===== src/rtl/noc_pkg.sv =====
// Shared types for the link transmitter: flit type field encodings and
// the packet-tracking FSM states.
package noc_pkg;

    typedef enum logic [1:0] {
        BODY   = 2'b00,
        HEAD   = 2'b01,
        TAIL   = 2'b10,
        SINGLE = 2'b11
    } flit_type_t;

    typedef enum logic {
        IDLE   = 1'b0,
        PACKET = 1'b1
    } tx_state_t;

endpackage


===== src/rtl/credit_counter.sv =====
// Downstream buffer credit tracker. Starts full, decrements on each
// forwarded flit, increments on each returned credit, and flags a sticky
// overflow if a credit comes back while already full.
module credit_counter #(
    parameter int CREDIT_BITS = 3
) (
    input  logic                 clk,
    input  logic                 reset,
    input  logic                 dec,
    input  logic                 inc,
    output logic [CREDIT_BITS:0] count,
    output logic                 nonzero,
    output logic                 overflow
);

    localparam int                 DEPTH_INT = 2 ** CREDIT_BITS;
    localparam logic [CREDIT_BITS:0] DEPTH   = DEPTH_INT[CREDIT_BITS:0];
    localparam logic [CREDIT_BITS:0] ONE     = {{CREDIT_BITS{1'b0}}, 1'b1};

    logic [CREDIT_BITS:0] count_q, count_d;
    logic                 overflow_q, overflow_d;

    // Next credit count: simultaneous dec and inc cancel out; an extra
    // credit at full is dropped and recorded as an overflow.
    always_comb begin
        count_d    = count_q;
        overflow_d = overflow_q;
        if (dec && !inc) begin
            if (count_q != '0) begin
                count_d = count_q - ONE;
            end
        end else if (inc && !dec) begin
            if (count_q == DEPTH) begin
                overflow_d = 1'b1;
            end else begin
                count_d = count_q + ONE;
            end
        end
    end

    // Credit state registers; reset refills the budget and ignores any
    // credit returned in the same cycle.
    always_ff @(posedge clk) begin
        if (reset) begin
            count_q    <= DEPTH;
            overflow_q <= 1'b0;
        end else begin
            count_q    <= count_d;
            overflow_q <= overflow_d;
        end
    end

    assign count    = count_q;
    assign nonzero  = (count_q != '0);
    assign overflow = overflow_q;

endmodule


===== src/rtl/link_tx.sv =====
// Credit-based link transmitter: pops flits from an upstream FIFO whenever
// downstream space exists, forwards them one cycle later, and tracks packet
// framing to count packets and flag sequence violations.
module link_tx
    import noc_pkg::*;
#(
    parameter int DATA_WIDTH  = 32,
    parameter int CREDIT_BITS = 3
) (
    input  logic                  clk,
    input  logic                  reset,
    input  logic                  fifo_empty,
    input  logic [DATA_WIDTH-1:0] fifo_dout,
    output logic                  fifo_pop,
    output logic                  link_valid,
    output logic [DATA_WIDTH-1:0] link_data,
    input  logic                  credit_return,
    output logic [CREDIT_BITS:0]  credits,
    output logic                  pkt_active,
    output logic [15:0]           pkt_count,
    output logic                  proto_err,
    output logic                  credit_err
);

    tx_state_t             state_q;
    logic                  linkValid_q;
    logic [DATA_WIDTH-1:0] linkData_q;
    logic [15:0]           pktCount_q;
    logic                  protoErr_q;
    logic                  creditNonzero;
    flit_type_t            flitType;

    assign flitType = flit_type_t'(fifo_dout[DATA_WIDTH-1:DATA_WIDTH-2]);
    assign fifo_pop = ~reset & ~fifo_empty & creditNonzero;

    credit_counter #(
        .CREDIT_BITS(CREDIT_BITS)
    ) u_credit_counter (
        .clk      (clk),
        .reset    (reset),
        .dec      (fifo_pop),
        .inc      (credit_return),
        .count    (credits),
        .nonzero  (creditNonzero),
        .overflow (credit_err)
    );

    // Forwarding register plus packet FSM; the FSM only moves on pop
    // cycles, and violating flits are still forwarded untouched.
    always_ff @(posedge clk) begin
        if (reset) begin
            state_q     <= IDLE;
            linkValid_q <= 1'b0;
            linkData_q  <= '0;
            pktCount_q  <= '0;
            protoErr_q  <= 1'b0;
        end else begin
            linkValid_q <= fifo_pop;
            if (fifo_pop) begin
                linkData_q <= fifo_dout;
                case (state_q)
                    IDLE: begin
                        case (flitType)
                            HEAD:    state_q    <= PACKET;
                            SINGLE:  pktCount_q <= pktCount_q + 16'd1;
                            default: protoErr_q <= 1'b1;
                        endcase
                    end
                    PACKET: begin
                        case (flitType)
                            BODY: state_q <= PACKET;
                            TAIL: begin
                                state_q    <= IDLE;
                                pktCount_q <= pktCount_q + 16'd1;
                            end
                            HEAD: protoErr_q <= 1'b1;
                            SINGLE: begin
                                protoErr_q <= 1'b1;
                                pktCount_q <= pktCount_q + 16'd1;
                            end
                        endcase
                    end
                    default: state_q <= IDLE;
                endcase
            end
        end
    end

    assign link_valid = linkValid_q;
    assign link_data  = linkData_q;
    assign pkt_count  = pktCount_q;
    assign proto_err  = protoErr_q;
    assign pkt_active = (state_q == PACKET);

endmodule


===== config.mk =====
export PLATFORM = sky130hd
export DESIGN_NAME = link_tx
export DESIGN_NICKNAME = d
export VERILOG_FILES = /design/src/rtl/noc_pkg.sv /design/src/rtl/credit_counter.sv /design/src/rtl/link_tx.sv
export SDC_FILE = /design/constraint.sdc
export NUM_CORES = 1
export LEC_CHECK = 0
export ABC_AREA = 1
export CAP_MARGIN = 20
export CELL_PAD_IN_SITES_DETAIL_PLACEMENT = 0
export CELL_PAD_IN_SITES_GLOBAL_PLACEMENT = 1
export CORE_ASPECT_RATIO = 0.8
export CORE_MARGIN = 5
export CORE_UTILIZATION = 27
export DETAILED_ROUTE_END_ITERATION = 10
export PLACE_DENSITY_LB_ADDON = 0.15
export SLEW_MARGIN = 20
export SYNTH_ARGS = -nofsm -noshare
export SYNTH_HDL_FRONTEND = slang
export SYNTH_SLANG_ARGS = --single-unit

===== constraint.sdc =====
create_clock -name clk -period 1.96 [get_ports clk]
set_clock_uncertainty 0.15 [all_clocks]
set_input_delay 0.196 -clock clk [delete_from_list [all_inputs] [get_ports clk]]
set_output_delay 0.196 -clock clk [all_outputs]
set_load 0.01 [all_outputs]

==> summary.md, run 1 <==
| Metric | Value |
|---|---|
| Outcome | finished, final reports clean |
| Cells after Synth | 337 |
| Clk network pwr share | 0.276 |
| Die Span X | 117 um |
| Finished Layout Cells | 557 |
| Synth-to-layout area growth | 55.8% |
| Vias/cell | 4.34 |
| Routed WL | 6.90 mm |
| Fin. Hold Viols | 0 |
| Maximum vdd ir drop | 0.477 mV |
| Final period utilization | 0.967 |
| Post-synth EDFFs | 0 |
| Seq/Total Area, Yosys | 0.455 |
| Initial antenna violation count | 0 |
| Max cap viols | 0 |
| Post-Syn Nets | 378 |
| FMAX | 527 MHz |
| Combinational cell fraction of total power | 0.339 |
| Syn_area_per_cell | 7.31 um2 |
| Leak Pwr | 1.60 nW |
| Endpoints failing setup | 0 |
| Core Area | 0.00900 mm2 |
| # diodes | 0 |
| Seq pwr share | 0.385 |
| Initial core utilization | 0.274 |
| CP arrival | 1930 ps |
| DP Worst Slack | -206 ps |
| Die Y | 95.4 um |
| Reg clk slew, reported paths | 70 ps |
| Placed insts | 547 |
| Hold EP | link_data[16] |
| RR Endpoint | u_credit_counter.count[2] |
| R2R cell count | 13 |
| Die area | 0.0111 mm2 |
| Setup TNS | 0 ps |
| Antenna-violating nets left | 0 |
| H-tree Lvls | 2 |
| IO Count | 93 |
| First-pass GRT wire length | 10.8 mm |
| IO Port Bufs | 92 |
| Area leader, netlist | dfxtp_1 |
| Worst slew pin tran | 374 ps |
| Row count | 31 |
| Critical Path Max Stage Delay | 360 ps |
| Switching Fraction | 0.304 |
| Number of global-route vias before repair | 2251 |
| Final Max Slew Viols | 0 |
| Clock Latency Late Sink | 290 ps |
| CP Capture Type | flip-flop |
| Startpoint of the worst hold path | fifo_dout[16] |
| R2R setup slack | 60 ps |
| Total power | 3.70 mW |
| CP Max Fanout | 5 |
| #FFs+latches synth | 56 |
| Power Density | 965 mW/mm2 |
| Fin util | 0.426 |
| CTS tree | yes |
| CP max-delay cell | dfxtp_4 |
| Detailed Place HPWL | 5.07 mm |
| Post-Syn Area | 0.00246 mm2 |
| Setup WS post-layout | 64.1 ps |
| Initial DRT Pass Iterations | 4 |
| Vias | 2415 |
| GRT Total Usage | 0.122 |
| Reg2reg start | u_credit_counter.count[0] |
| Period minus WS final | 1900 ps |
| Main synth FF type | dfxtp_1 |
| Slew headroom | 0.751 |
| Worst setup path class | reg -> reg |
| Cts bufs inserted | 5 |
| Fraction of layout cells with a size suffix above 1 | 0.122 |
| Netlist cell types | 24 |
| Synth async-reset ratio | 0 |
| CP Launch Type | flip-flop |
| Drc violations | 0 |
| Final nets | 482 |
| Clock Tree Buf Depth | 2 |
| Critical path cell sequence | nor2_4 -> nand2_4 -> nand2_4 -> inv_4 -> ha_4 -> nand2_2 -> inv_2 -> nor2_4 -> ha_2 -> a21oi_1 -> xor2_1 -> nor2_1 -> nor2_1 |
| Switching power | 1.12 mW |
| Largest net degree at the start of global routing | 36 |
| GR Overflow Total | 0 |
| Synth Warn # | 0 |
| CTS sink cnt | 56 |
| Share of the synthesized area in the top cell type | 0.455 |
| Worst Hold Class | in -> reg |
| Drt wl/cell | 12.4 um |
| Root buf cell | clkbuf_16 |
| Int Power | 2.58 mW |
| Routability congestion estimate | 0.818 |
| DRT iter0 DRCs | 111 |
| Synth top area cells | dfxtp_1 (46%), nand2_1 (15%), nand3_1 (8.3%) |
| CP required | 2000 ps |
| Hold Path Stages | 3 |
cells by family (layout without fill, tap and decap cells):
family,count (synthesis),in the layout,synth area share
AND/OR/NAND/NOR,206,206,0.381
flip-flops,56,56,0.455
buffers and inverters,43,148,0.0782
AO/OA/AOI/OAI,24,24,0.0498
adder cells (fa/ha/maj),5,5,0.0254
XOR/XNOR,3,3,0.0107
layer usage:
layer  global-route usage  share of wire
met5                    0              0
met4               0.0344          0.010
met3               0.0565          0.089
met2                0.195           0.46
met1                0.149           0.44
layout make-up:
class / count / area [um2]
fill: 950 / 5160
timing repair buffer: 111 / 1070
tap: 115 / 144
clock inverter: 2 / 35.0
multi-input combinational: 238 / 1210
clock buffer: 6 / 129
sequential: 56 / 1130
inverter: 29 / 111
critical path: cells and delay by family, from the launching register on:
kind | cells | cell delay [ps]
adder cells (fa/ha/maj) | 2 | 340
XOR/XNOR | 1 | 160
AND/OR/NAND/NOR | 7 | 640
flip-flops | 1 | 360
AO/OA/AOI/OAI | 1 | 40
buffers and inverters | 2 | 90
cells in the final DEF, fill, tap and decap left out, types with 2 or more instances in the layout:
master and n:
clkdlybuf4s50_1 91, inv_1 27, dfxtp_1 52, o21ai_0 11
nor2_2 5, xor2_1 2, dfxtp_4 3, a21oi_1 12
nor3b_1 5, nor3_1 10, nor2_1 32, nand2_1 97
nor2_4 8, ha_1 3, nand3_2 3, clkbuf_16 5
buf_4 18, nand2_4 2, nand3_1 41
synthesized netlist by cell type, types with 2 or more instances:
cell,number
xor2_1,2
o21ai_0,11
inv_1,29
nor2_1,36
nand3_2,3
a21oi_1,12
nor3b_1,5
nor2_2,5
buf_2,4
nor2_4,4
nand2_1,99
ha_1,5
dfxtp_1,56
buf_6,2
nor3_1,10
buf_4,3
buf_1,3
nand3_1,41
clkbuf_1,2
metrics by stage:
step / instance area, um2 / hold WS (ps)
2_1_floorplan: 2510 / 125
3_3_place_gp: 3620 / 301
3_5_place_dp: 3620 / 308
4_1_cts: 3790 / 279
5_1_grt: 3840 / 289
6_report: 3840 / 290
sequential cells by signal (all words and copies together), names as in the netlist:
| signal | cells |
|---|---|
| link_data | 32 |
| pkt_count | 16 |
| u_credit_counter.count | 4 |
| link_valid | 1 |
| pkt_active | 1 |
| proto_err | 1 |
| u_credit_counter.overflow | 1 |
how the worst max path moves through the flow:
stage                                          from                        end  slack [ps]  cells after the start
final                     u_credit_counter.count[0]  u_credit_counter.count[2]          60                     13
after global routing      u_credit_counter.count[0]  u_credit_counter.count[2]         -30                     12
after CTS                 u_credit_counter.count[1]  u_credit_counter.count[2]          20                     13
after detailed placement                      reset  u_credit_counter.count[2]        -210                     13
after global placement                        reset  u_credit_counter.count[2]        -180                     13
after floorplan           u_credit_counter.count[1]  u_credit_counter.count[2]          10                     14
timing repair:
| action | CTS | global route |
|---|---|---|
| resized for setup | 2 | 11 |
| pin swaps | 0 | 6 |
| setup buffers | 0 | 2 |
| endpoints found under the setup margin | 1 | 3 |
| hold buffers | 0 | 0 |
power groups by stage:
| stage | Sequential (mW) | Clock (mW) | Combinational (mW) |
|---|---|---|---|
| 3_3_place_gp | 1.44 | 0 | 1.18 |
| 4_1_cts | 1.43 | 1.07 | 1.17 |
| 6_report | 1.42 | 1.02 | 1.26 |
| 5_1_grt | 1.45 | 1.11 | 1.38 |
| 2_1_floorplan | 1.54 | 0 | 0.472 |
| 3_5_place_dp | 1.45 | 0 | 1.17 |
Power figures use the tool's default switching activity.
==> run 2, diff against run 1 <==
--- a/config.mk
+++ b/config.mk
@@ -13,6 +13,7 @@
 export CORE_MARGIN = 5
 export CORE_UTILIZATION = 27
 export DETAILED_ROUTE_END_ITERATION = 10
+export GPL_ROUTABILITY_DRIVEN = 0
 export PLACE_DENSITY_LB_ADDON = 0.15
 export SLEW_MARGIN = 20
 export SYNTH_ARGS = -nofsm -noshare
==> results of run 2 <==
No change in the layout: final DEF, timing and power equal those of run 1.
